===== src/rtl/vdma_pkg.sv =====
// rtl/vdma_pkg.sv - shared states, response codes and burst sizing for the video write DMA
package vdma_pkg;

  typedef enum logic [1:0] {
    ST_WAIT_SOF = 2'd0,
    ST_AW       = 2'd1,
    ST_W        = 2'd2,
    ST_B        = 2'd3
  } wr_state_e;

  localparam logic [1:0] AXI_RESP_OKAY = 2'b00;

  // AXI awlen for the next burst; callers guarantee remaining >= 1.
  function automatic logic [7:0] burst_len(input logic [31:0] remaining,
                                           input logic [31:0] burst_max);
    logic [31:0] beats;
    beats = (remaining < burst_max) ? remaining : burst_max;
    return 8'(beats - 32'd1);
  endfunction

endpackage


===== src/rtl/vdma_wr_stream_to_axi4.sv =====
// rtl/vdma_wr_stream_to_axi4.sv - frame stream to serialised AXI4 INCR write bursts
module vdma_wr_stream_to_axi4
  import vdma_pkg::*;
#(
  parameter int ADDR_WIDTH = 27,
  parameter int DATA_WIDTH = 256,
  parameter int BURST_LEN  = 64,
  parameter int ADDR_STEP  = 8,
  parameter int LEN_WIDTH  = 24
) (
  input  logic                  clock,
  input  logic                  rst,
  input  logic [ADDR_WIDTH-1:0] cfg_base_addr,
  input  logic [LEN_WIDTH-1:0]  cfg_frame_beats,
  input  logic                  s_valid,
  output logic                  s_ready,
  input  logic [DATA_WIDTH-1:0] s_data,
  input  logic                  s_sof,
  output logic [ADDR_WIDTH-1:0] axi_awaddr,
  output logic [7:0]            axi_awlen,
  output logic                  axi_awvalid,
  input  logic                  axi_awready,
  output logic [DATA_WIDTH-1:0] axi_wdata,
  output logic                  axi_wvalid,
  output logic                  axi_wlast,
  input  logic                  axi_wready,
  input  logic [1:0]            axi_bresp,
  input  logic                  axi_bvalid,
  output logic                  axi_bready,
  output logic                  frame_done,
  output logic                  sof_err,
  output logic                  cfg_err,
  output logic                  resp_err
);

  wr_state_e             state_q;
  logic [ADDR_WIDTH-1:0] awaddr_q;
  logic [7:0]            awlen_q;
  logic                  awvalid_q;
  logic                  bready_q;
  logic [LEN_WIDTH-1:0]  remaining_q;
  logic [7:0]            len_q;
  logic [7:0]            beat_cnt_q;
  logic                  first_beat_q;
  logic                  frame_done_q;
  logic                  sof_err_q;
  logic                  cfg_err_q;
  logic                  resp_err_q;

  logic                  wr_fire;
  logic [31:0]           burst_beats;
  logic [LEN_WIDTH-1:0]  remaining_d;
  logic [ADDR_WIDTH-1:0] addr_d;

  assign axi_awaddr  = awaddr_q;
  assign axi_awlen   = awlen_q;
  assign axi_awvalid = awvalid_q;
  assign axi_bready  = bready_q;
  assign frame_done  = frame_done_q;
  assign sof_err     = sof_err_q;
  assign cfg_err     = cfg_err_q;
  assign resp_err    = resp_err_q;
  assign axi_wdata   = s_data;

  // W channel is a straight wire between stream and AXI; no skid buffer.
  always_comb begin
    s_ready    = 1'b0;
    axi_wvalid = 1'b0;
    axi_wlast  = 1'b0;
    unique case (state_q)
      ST_WAIT_SOF: s_ready = s_valid && (!s_sof || (cfg_frame_beats == '0));
      ST_W: begin
        s_ready    = axi_wready;
        axi_wvalid = s_valid;
        axi_wlast  = (beat_cnt_q == len_q);
      end
      default: ;
    endcase
  end

  assign wr_fire     = axi_wvalid && axi_wready;
  assign burst_beats = 32'(len_q) + 32'd1;
  assign remaining_d = remaining_q - LEN_WIDTH'(burst_beats);
  assign addr_d      = awaddr_q + ADDR_WIDTH'(burst_beats * 32'(ADDR_STEP));

  always_ff @(posedge clock or posedge rst) begin
    if (rst) begin
      state_q      <= ST_WAIT_SOF;
      awaddr_q     <= '0;
      awlen_q      <= '0;
      awvalid_q    <= 1'b0;
      bready_q     <= 1'b0;
      remaining_q  <= '0;
      len_q        <= '0;
      beat_cnt_q   <= '0;
      first_beat_q <= 1'b0;
      frame_done_q <= 1'b0;
      sof_err_q    <= 1'b0;
      cfg_err_q    <= 1'b0;
      resp_err_q   <= 1'b0;
    end else begin
      frame_done_q <= 1'b0;
      sof_err_q    <= 1'b0;
      cfg_err_q    <= 1'b0;
      unique case (state_q)
        ST_WAIT_SOF: begin
          if (s_valid && s_sof) begin
            if (cfg_frame_beats == '0) begin
              cfg_err_q <= 1'b1;
            end else begin
              awaddr_q     <= cfg_base_addr;
              remaining_q  <= cfg_frame_beats;
              awlen_q      <= burst_len(32'(cfg_frame_beats), 32'(BURST_LEN));
              awvalid_q    <= 1'b1;
              first_beat_q <= 1'b1;
              state_q      <= ST_AW;
            end
          end
        end
        ST_AW: begin
          if (axi_awready) begin
            awvalid_q  <= 1'b0;
            len_q      <= awlen_q;
            beat_cnt_q <= '0;
            state_q    <= ST_W;
          end
        end
        ST_W: begin
          if (wr_fire) begin
            beat_cnt_q   <= beat_cnt_q + 8'd1;
            first_beat_q <= 1'b0;
            if (s_sof && !first_beat_q) sof_err_q <= 1'b1;
            if (beat_cnt_q == len_q) begin
              bready_q <= 1'b1;
              state_q  <= ST_B;
            end
          end
        end
        ST_B: begin
          if (axi_bvalid) begin
            bready_q    <= 1'b0;
            remaining_q <= remaining_d;
            awaddr_q    <= addr_d;
            if (axi_bresp != AXI_RESP_OKAY) resp_err_q <= 1'b1;
            if (remaining_d == '0) begin
              frame_done_q <= 1'b1;
              state_q      <= ST_WAIT_SOF;
            end else begin
              awlen_q   <= burst_len(32'(remaining_d), 32'(BURST_LEN));
              awvalid_q <= 1'b1;
              state_q   <= ST_AW;
            end
          end
        end
        default: state_q <= ST_WAIT_SOF;
      endcase
    end
  end

endmodule


===== config.mk =====
export PLATFORM = sky130hd
export DESIGN_NAME = vdma_wr_stream_to_axi4
export DESIGN_NICKNAME = d
export VERILOG_FILES = /design/src/rtl/vdma_pkg.sv /design/src/rtl/vdma_wr_stream_to_axi4.sv
export SDC_FILE = /design/constraint.sdc
export NUM_CORES = 1
export LEC_CHECK = 0
export ABC_AREA = 1
export CORE_AREA = 2 2 236 238
export DETAILED_ROUTE_END_ITERATION = 6
export DIE_AREA = 0 0 238 240
export HOLD_SLACK_MARGIN = 0.08
export PLACE_DENSITY_LB_ADDON = 0.1
export SLEW_MARGIN = 15
export SYNTH_ARGS = -nofsm -noshare
export SYNTH_HDL_FRONTEND = slang
export SYNTH_SLANG_ARGS = --single-unit

===== constraint.sdc =====
create_clock -name clock -period 3.54 [get_ports clock]
set_input_delay 0.354 -clock clock [delete_from_list [all_inputs] [get_ports clock]]
set_output_delay 0.354 -clock clock [all_outputs]
set_load 0.005 [all_outputs]

==> impl_metrics.py, run 1 <==
metrics = {
    "floorplan": {
        "die_area_sq_um": 57100,
        "io_pins": 616,
        "rows": 86,
        "die_x_um": 238,
        "start_util_pct": 15.2,
        "coreArea_sq_um": 54700,
        "die_h_um": 240,
    },
    "synth": {
        "ys.warnings.count": 0,
        "synth_xor_area_share_pct": 2.85,
        "ys_ff_latch": 84,
        "synthSimpleGateAreaFrac_pct": 26.4,
        "synthCells": 1186,
        "synth_top_family_by_area": "buffers and inverters",
        "ys.flop_type": "dfrtp_1",
        "yosysSeqAreaShare_pct": 25.4,
        "synth_adder_area_share_pct": 4.41,
        "async_reset_ff_share_pct": 100,
        "synth_top_area_cell": "dfrtp_1",
        "syn_nets": 1530,
        "ys_top_cells_by_area": "dfrtp_1 25%, buf_4 23%, nand2_1 10%, inv_1 5.3%, nor2_1 4.8%",
        "synth-compound-area-share_pct": 10.8,
        "avgSynthCellArea_sq_um": 6.99,
        "synthMuxAreaShare_pct": 0,
        "synth_cell_types": 52,
        "netlist.area_leader.share_pct": 25.4,
        "synth_edf_count": 0,
        "synth_area_sq_um": 8290,
    },
    "route": {
        "wirelength_um": 32100,
        "route.detailed.drc": 0,
        "drt-pass1-iter-count": 4,
        "vias_per_cell": 3.86,
        "vias": 7035,
        "wl_per_cell_um": 17.6,
        "ant_nets": 0,
        "drt-initial-drc-count": 317,
    },
    "worst_setup_path": {
        "critPathMaxFanout": 8,
        "path_delay_family": "simple AND/OR/NAND/NOR gates",
        "critical_path.most_common_cell": "nand2_2",
        "slowest_stage": "dfrtp_1",
        "worstPathArrival_ps": 3740,
        "crit_path_start_kind": "flip-flop",
        "cp_num_buf_inv": 4,
        "crit_required_ps": 3810,
        "cp-end-kind": "flip-flop",
        "criticalPathCategory": "flip-flop to flip-flop",
        "slowest_delay_ps": 380,
    },
    "finish": {
        "layout_commonest_cell": "nand2_1",
        "final_layout_size_suffix_gt1_share_pct": 21.7,
        "n_antenna_cell": 0,
        "final_cell_mix": "201 x nand2_1, 112 x inv_1, 103 x clkdlybuf4s50_1",
        "final_nets": 1458,
        "syn2layout_area_growth_pct": 16.5,
        "final_util_pct": 17.7,
    },
    "global_route": {
        "antenna_found_initial": 1,
        "grt_max_degree": 60,
        "grt_pass1_vias": 7371,
        "grt_pass1_wl_um": 47600,
        "grt-ovfl-total": 0,
        "grt_usage_pct": 11.2,
    },
    "timing": {
        "relSlewSlack_pct": 55.0,
        "finalWorstSetupSlack_ps": 66.1,
        "max_freq_ghz": 0.288,
        "rsz0062_at_grt": "yes",
        "tightest_slew_ps": 674,
        "period_needed_ps": 3470,
        "period_share_pct": 98.1,
        "maxSlewViolCount": 0,
        "finalHoldViolCount": 0,
        "finalSetupViolCount": 0,
        "finClkSkew_ps": 11.2,
    },
    "clock_network": {
        "cts_sinks": 84,
        "clk_pin_slew_worst_paths_ps": 70,
        "postCtsHoldBufs": 0,
        "clk_latency_ps": 370,
        "cts_max_level": 3,
        "clock-root-buffer": "clkbuf_16",
        "cts_tree": "yes",
        "cts_made_buffers": 9,
        "cts.path.max_buffers": 2,
    },
    "outcome": {
        "outcome": "completed",
    },
    "power_and_ir_drop": {
        "pwr_density_cell_nw_per_um2": 1050,
        "peakVddDrop_uv": 316,
        "leakage_nw": 4.22,
    },
    "placed_design": {
        "dp_slack_ps": -453,
        "place_hpwl_um": 25900,
        "placement.io_buffers": 103,
        "place_congestion": 0.777,
    },
    "job": {
        "cap_violations": 0,
    },
    "hold_path": {
        "hold_path.class": "primary input to asynchronous set/reset pin",
    },
}
-- where the power goes --
group          switching (W)  total (W)  internal, W
logic                0.00410    0.00715      0.00305
clock network       0.000471    0.00108     0.000614
registers           0.000472    0.00186      0.00139
-- state kept, by name, summed over array words and instances (netlist names) --
register	flops
cfg_err	1
axi_awaddr	27
frame_done	1
resp_err	1
len_q	8
sof_err	1
beat_cnt_q	8
axi_awlen	8
first_beat_q	1
remaining_q	24
axi_awvalid	1
state_q	2
axi_bready	1
-- per-layer routing --
metal	up-vias	global-route usage, %	part of all wire, %
met5	-	0	0.041
met4	2	5.78	4.2
met3	126	3.21	6.3
met2	224	19.2	49
met1	3264	12.7	40
li1	3419	-	-
-- worst paths after layout --
path / startpoint / end / slack, ps / cells past startpoint
worst min register to register: first_beat_q / sof_err / 450 / 1
min in group clock: first_beat_q / sof_err / 450 / 1
worst min-delay path: rst / state_q[1] / 370 / 2
max in group asynchronous: rst / resp_err / 2450 / 3
worst max register to register: len_q[0] / axi_awlen[4] / 70 / 27
worst max-delay path: len_q[0] / axi_awlen[4] / 70 / 27
-- metrics by stage --
step / setup TNS (ps) / instance area, sq um / instances / hold WS, ps / power [W]
after floorplan: 0 / 8290 / 1186 / 404 / 0.00574
after global placement: -3970 / 8850 / 1796 / 440 / 0.00873
after detailed placement: -3440 / 8850 / 1796 / 439 / 0.00861
after CTS: -148 / 9400 / 1817 / 383 / 0.0101
after global routing: -1760 / 9660 / 1821 / 405 / 0.0111
final: 0 / 9660 / 1821 / 366 / 0.0101
-- cell type report --
class	instances	area, sq um
Sequential cell	84	2100
Tap cell	704	881
Multi-Input combinational cell	693	4080
Clock inverter	4	76.3
Fill cell	6278	45000
Timing Repair Buffer	198	1810
Inverter	128	488
Clock buffer	10	229
-- Yosys cell counts (3+ instances only) --
| library cell | n |
|---|---|
| or2_2 | 3 |
| nor3_1 | 19 |
| nand4_1 | 24 |
| nor4_1 | 4 |
| o221ai_1 | 3 |
| clkbuf_1 | 19 |
| nor2_1 | 107 |
| nor3b_1 | 3 |
| inv_1 | 118 |
| xnor2_1 | 10 |
| inv_2 | 9 |
| ha_1 | 26 |
| o21ai_1 | 7 |
| o22ai_1 | 23 |
| nand2_1 | 227 |
| nand3_2 | 5 |
| buf_2 | 5 |
| a21oi_2 | 3 |
| dfrtp_1 | 84 |
| xor2_1 | 17 |
| nand2_2 | 10 |
| o211ai_1 | 7 |
| o21ai_0 | 65 |
| nand3_1 | 57 |
| nand3b_1 | 3 |
| a21oi_1 | 28 |
| nor2_2 | 10 |
| buf_4 | 256 |
-- cell families (layout without fill, tap and decap cells) --
group,Yosys count,after routing
and+or+nand+nor,484,484
adders and majority gates,28,28
DFF,84,84
AOI/OAI and AO/OA,154,154
xor gates and xnor gates,27,27
buffers and inverters,409,340
-- worst reg2reg max path, delay by kind of cell (launching register included) --
kind            cells  cell delay [ps]
compound gates      2              290
xor+xnor            1              280
simple gates       17             1560
fa+ha+maj           3              630
flops               1              380
buf+inv             4              260
-- timing repair --
item,CTS,global route
endpoints found under the hold margin,0,0
buffers inserted,7,4
pin swaps,27,37
gates resized for setup,47,65
endpoints found under the setup margin,12,20
No activity file was read; power rests on OpenSTA's default activity.
==> run 2, diff against run 1 <==
- SKIP_CTS_REPAIR_TIMING: default -> 1
==> run 2 against run 1 <==
Against the previous run:
- non-clock buffer count is 1 lower
- largest power group unchanged
- register-to-register slack worse by 70 ps
- cell count hardly changed
- total power down 0.23%
- largest cell class unchanged
- design area shrank 0.16%
- global-route usage shrank 0.065 points
- highest routed layer unchanged
- utilization barely moved
- first-iteration DRC count shrank 3.8%
- the run now ends with negative setup slack left
==> impl_metrics.py, run 2 (synthesized netlist as in run 1, its figures left out) <==
metrics = {
    "outcome": {
        "outcome": "complete, but fails checks",
        "violations": "negative setup slack",
    },
    "route": {
        "drt-initial-drc-count": 305,
        "ant_nets": 0,
        "vias_per_cell": 3.86,
        "vias": 7031,
        "wirelength_um": 32100,
        "route.detailed.drc": 0,
        "drt-pass1-iter-count": 4,
        "wl_per_cell_um": 17.7,
    },
    "finish": {
        "syn2layout_area_growth_pct": 16.3,
        "largest_reg_flops": 27,
        "final_nets": 1457,
        "n_antenna_cell": 0,
        "layout_commonest_cell": "nand2_1",
        "finalNonFillerCells": 1820,
        "fin_area_sq_um": 9650,
        "final_layout_size_suffix_gt1_share_pct": 21.0,
        "final_cell_mix": "204 x nand2_1, 114 x inv_1, 103 x clkdlybuf4s50_1",
    },
    "worst_setup_path": {
        "timing.rr.start": "len_q[1]",
        "cp-end-kind": "flip-flop",
        "crit_path_start_kind": "flip-flop",
        "critPathMaxFanout": 6,
        "worstPathArrival_ps": 3840,
        "criticalPathCategory": "flip-flop to flip-flop",
        "crit_required_ps": 3840,
        "setup.worst_path.start": "len_q[1]",
    },
    "timing": {
        "period_share_pct": 100,
        "relSlewSlack_pct": 54.4,
        "finalHoldViolCount": 0,
        "finalWorstSetupSlack_ps": -2.19,
        "period_needed_ps": 3540,
        "max_freq_ghz": 0.282,
        "maxSlewViolCount": 0,
        "finClkSkew_ps": 11.4,
        "tightest_slew_ps": 684,
        "holdWs_ps": 364,
        "rsz0062_at_grt": "yes",
        "finalSetupViolCount": 2,
    },
    "floorplan": {
        "die_x_um": 238,
        "rows": 86,
        "die_h_um": 240,
        "start_util_pct": 15.2,
        "io_pins": 616,
        "die_area_sq_um": 57100,
        "coreArea_sq_um": 54700,
    },
    "global_route": {
        "grt_usage_pct": 11.1,
        "grt-ovfl-total": 0,
        "grt_pass1_vias": 7308,
        "grt_max_degree": 60,
        "antenna_found_initial": 1,
        "grt_pass1_wl_um": 47200,
    },
    "clock_network": {
        "cts_sinks": 84,
        "clk_latency_ps": 370,
        "cts_max_level": 3,
        "clk_pin_slew_worst_paths_ps": 70,
        "clock-root-buffer": "clkbuf_16",
        "cts_tree": "yes",
        "cts.path.max_buffers": 2,
        "cts_made_buffers": 9,
    },
    "power_and_ir_drop": {
        "pwr_density_cell_nw_per_um2": 1040,
        "leakage_nw": 4.21,
        "peakVddDrop_uv": 314,
    },
    "job": {
        "cap_violations": 0,
    },
    "placed_design": {
        "placement.io_buffers": 103,
        "place_congestion": 0.777,
        "place_hpwl_um": 25900,
        "place_area_sq_um": 8850,
        "dp_cells": 1796,
    },
    "hold_path": {
        "hold_path.class": "primary input to asynchronous set/reset pin",
    },
}
-- run 2: changes by cell type in the layout (fill, tap and decap cells not counted), sizes merged --
cell	change
buf	-1
-- run 2: power breakdown --
part	internal, W	switching (W)
clock	0.000613	0.000469
sequential	0.00139	0.000473
combinational	0.00302	0.00411
-- run 2: critical path: stages (launching register included) --
cell and delay, ps:
dfrtp_1 370, inv_1 70, nor2_2 140, nand3_1 110, nor2_1 110, nand2_1 90, xor2_2 270, ha_4 260
buf_4 140, nand2_4 90, inv_2 50, a21oi_4 200, inv_2 70, nor2_4 100, nand2_1 70, nand2_1 70
nand2_2 60, buf_4 140, nor3_4 180, nand2_1 90, nor2_2 90, nand2_2 90, nor2_4 150, nand2_4 90
nand2_8 130, buf_6 110, nand2_1 40, o21ai_1 80
-- run 2: layer usage --
layer | share of wire (%) | GRT usage [%] | vias up
met5 | 0.040 | 0 | -
met4 | 4.2 | 5.78 | 2
met3 | 6.2 | 3.21 | 127
met2 | 49 | 19.1 | 234
met1 | 40 | 12.6 | 3254
li1 | - | - | 3414
-- run 2: area by class of cell --
class                      count  area [sq um]
timing repair buffer         197          1790
clock buffer                  10           229
tap                          704           881
multi-input combinational    693          4080
sequential                    84          2100
inverter                     128           488
fill                        6281         45000
clock inverter                 4          76.3
-- run 2: path summary, 6_finish.rpt --
check	to	slack [ps]	cells past startpoint
setup reg to reg	axi_awlen[0]	-2	27
hold / removal	state_q[1]	360	2
max in group asynchronous	axi_awaddr[8]	2450	3
hold reg to reg	sof_err	450	1
setup / recovery	axi_awlen[0]	-2	27
min in group clock	sof_err	450	1
-- run 2: per-stage QoR --
| stage | setup slack, ps | power, W | util [%] | TNS, ps |
|---|---|---|---|---|
| final | -2.19 | 0.0101 | 17.6 | -2.99 |
| after global routing | -282 | 0.0111 | 17.6 | -2530 |
| after CTS | -479 | 0.00977 | 16.8 | -3770 |
| after detailed placement | -453 | 0.00861 | 16.2 | -3440 |
| after global placement | -500 | 0.00873 | 16.2 | -3970 |
| after floorplan | 270 | 0.00574 | - | 0 |
==> run 3, diff against run 2 <==
- CELL_PAD_IN_SITES_DETAIL_PLACEMENT: default -> 1
- CELL_PAD_IN_SITES_GLOBAL_PLACEMENT: default -> 2
- CORE_AREA: 2 2 236 238 -> 2 2 238 240
- DIE_AREA: 0 0 238 240 -> 0 0 240 242
==> run 3 against run 2 <==
Against the previous run:
- the run still ends with negative setup slack left
- die area is 1.7% higher
- critical path type unchanged
- sequential share of layout area is 0.88 points lower
- setup slack worse by 53 ps
- critical endpoint is now axi_awlen[6]
- clock skew is 4.2 ps lower
- non-clock buffer count is 33 higher
- via count is 3.7% higher
==> impl_metrics.py, run 3 (synthesized netlist as in run 1, its figures left out) <==
metrics = {
    "floorplan": {
        "coreArea_sq_um": 55700,
        "die_h_um": 242,
        "die_area_sq_um": 58100,
        "start_util_pct": 14.9,
        "io_pins": 616,
        "rows": 87,
        "die_x_um": 240,
    },
    "placed_design": {
        "place_area_sq_um": 9130,
        "placement.io_buffers": 103,
        "place_hpwl_um": 29700,
        "place_congestion": 0.715,
    },
    "finish": {
        "final_layout_size_suffix_gt1_share_pct": 24.5,
        "final_util_pct": 18.0,
        "n_fill_cell": 6756,
        "fin_area_sq_um": 10100,
        "largest_reg_flops": 27,
        "final_cell_mix": "199 x nand2_1, 122 x buf_4, 110 x inv_1",
        "layout_commonest_cell": "nand2_1",
        "n_antenna_cell": 0,
        "final_nets": 1490,
        "syn2layout_area_growth_pct": 21.2,
    },
    "clock_network": {
        "cts.path.max_buffers": 2,
        "clk_latency_ps": 380,
        "cts_made_buffers": 9,
        "cts_tree": "yes",
        "clk_pin_slew_worst_paths_ps": 70,
        "cts_max_level": 3,
        "clock-root-buffer": "clkbuf_16",
        "cts_sinks": 84,
    },
    "timing": {
        "max_freq_ghz": 0.278,
        "finalSetupViolCount": 5,
        "maxSlewViolCount": 0,
        "rsz0062_at_grt": "yes",
        "tightest_slew_ps": 1030,
        "relSlewSlack_pct": 30.8,
        "finalHoldViolCount": 0,
        "finClkSkew_ps": 7.14,
        "period_share_pct": 102,
        "finalWorstSetupSlack_ps": -55.3,
        "period_needed_ps": 3600,
    },
    "worst_setup_path": {
        "reg2reg_slack_ps": -60,
        "crit_path_start_kind": "flip-flop",
        "slowest_stage": "dfrtp_1",
        "timing.rr.start": "len_q[1]",
        "r2r-end": "axi_awlen[6]",
        "setup.worst_path.start": "len_q[1]",
        "worstPathArrival_ps": 3870,
        "r2r_cells": 27,
        "criticalPathCategory": "flip-flop to flip-flop",
        "critical_path.most_common_cell": "nand2_2",
        "critPathMaxFanout": 8,
        "slowest_delay_ps": 380,
        "crit_required_ps": 3810,
        "cp-end-kind": "flip-flop",
    },
    "global_route": {
        "grt_pass1_vias": 7916,
        "grt-ovfl-total": 0,
        "grt_usage_pct": 12.5,
        "antenna_found_initial": 2,
        "grt_pass1_wl_um": 53000,
        "grt_max_degree": 57,
    },
    "job": {
        "cap_violations": 0,
    },
    "power_and_ir_drop": {
        "pwr_density_cell_nw_per_um2": 1040,
        "peakVddDrop_uv": 317,
        "leakage_nw": 4.38,
    },
    "route": {
        "route.detailed.drc": 0,
        "drt-initial-drc-count": 257,
        "drt-pass1-iter-count": 6,
        "vias": 7293,
        "vias_per_cell": 3.82,
        "wl_per_cell_um": 19.2,
        "ant_nets": 0,
        "wirelength_um": 36600,
    },
    "outcome": {
        "outcome": "complete, but fails checks",
        "violations": "negative setup slack",
    },
    "hold_path": {
        "hold_path.class": "primary input to asynchronous set/reset pin",
    },
}
## run 3: cell types whose count changed in the layout (fill, tap and decap cells not counted), moves of 3 or more
| cell | change |
|---|---|
| nand3_1 | -3 |
| a21oi_2 | -3 |
| inv_2 | +3 |
| nand3_2 | +4 |
| nand2_1 | -5 |
| clkbuf_8 | +4 |
| buf_4 | +35 |
| inv_1 | -4 |
| nand2_4 | +4 |
| o21ai_2 | -3 |
| ha_1 | -3 |
| a21oi_4 | +3 |
## run 3: metal layers
metal	GRT usage [%]	up-vias	share of wire, %
li1	-	3485	-
met1	14.4	3467	41
met2	21.5	222	50
met3	3.51	117	5.6
met4	5.44	2	3.5
met5	0.505	-	0.10
## run 3: where the power goes
part / internal (W) / leakage, nW / switching, W / total, W
clock: 0.000628 / 0.160 / 0.000477 / 0.00111
combinational: 0.00316 / 3.20 / 0.00432 / 0.00748
sequential: 0.00139 / 1.02 / 0.000502 / 0.00189
total: 0.00518 / 4.38 / 0.00530 / 0.0105
## run 3: metrics by stage
stage          power, W  hold slack, ps  cells  setup TNS (ps)  setup WS [ps]
3_5_place_dp    0.00892             453   1878           -4880           -409
3_3_place_gp    0.00898             445   1878           -4000           -443
5_1_grt          0.0116             474   1907           -3180           -356
4_1_cts          0.0101             440   1894           -3870           -443
2_1_floorplan   0.00574             404   1186               0            270
6_report         0.0105             426   1907            -117          -55.3
## run 3: how the worst max path moves through the flow
stage	slack, ps	to
after global routing	-360	axi_awlen[4]
after detailed placement	-410	axi_awlen[2]
final	-60	axi_awlen[6]
after CTS	-440	axi_awlen[2]
after global placement	-440	axi_awlen[6]
after floorplan	270	axi_awlen[6]
## run 3: worst max-delay path, delay by kind of cell (launching register included)
family	cells	cell delay, ps
buffers and inverters	3	200
adders and majority gates	3	640
DFF	1	380
AOI/OAI and AO/OA	2	280
and+or+nand+nor	18	1680
xor gates and xnor gates	1	290
## run 3: area by class of cell
type	count	area, sq um	area share, %
timing repair buffer	230	2020	20.1
inverter	128	488	4.85
clock buffer	14	284	2.83
clock inverter	2	38.8	0.386
tap	756	946	9.41
sequential	84	2100	20.9
multi-input combinational	693	4170	41.5
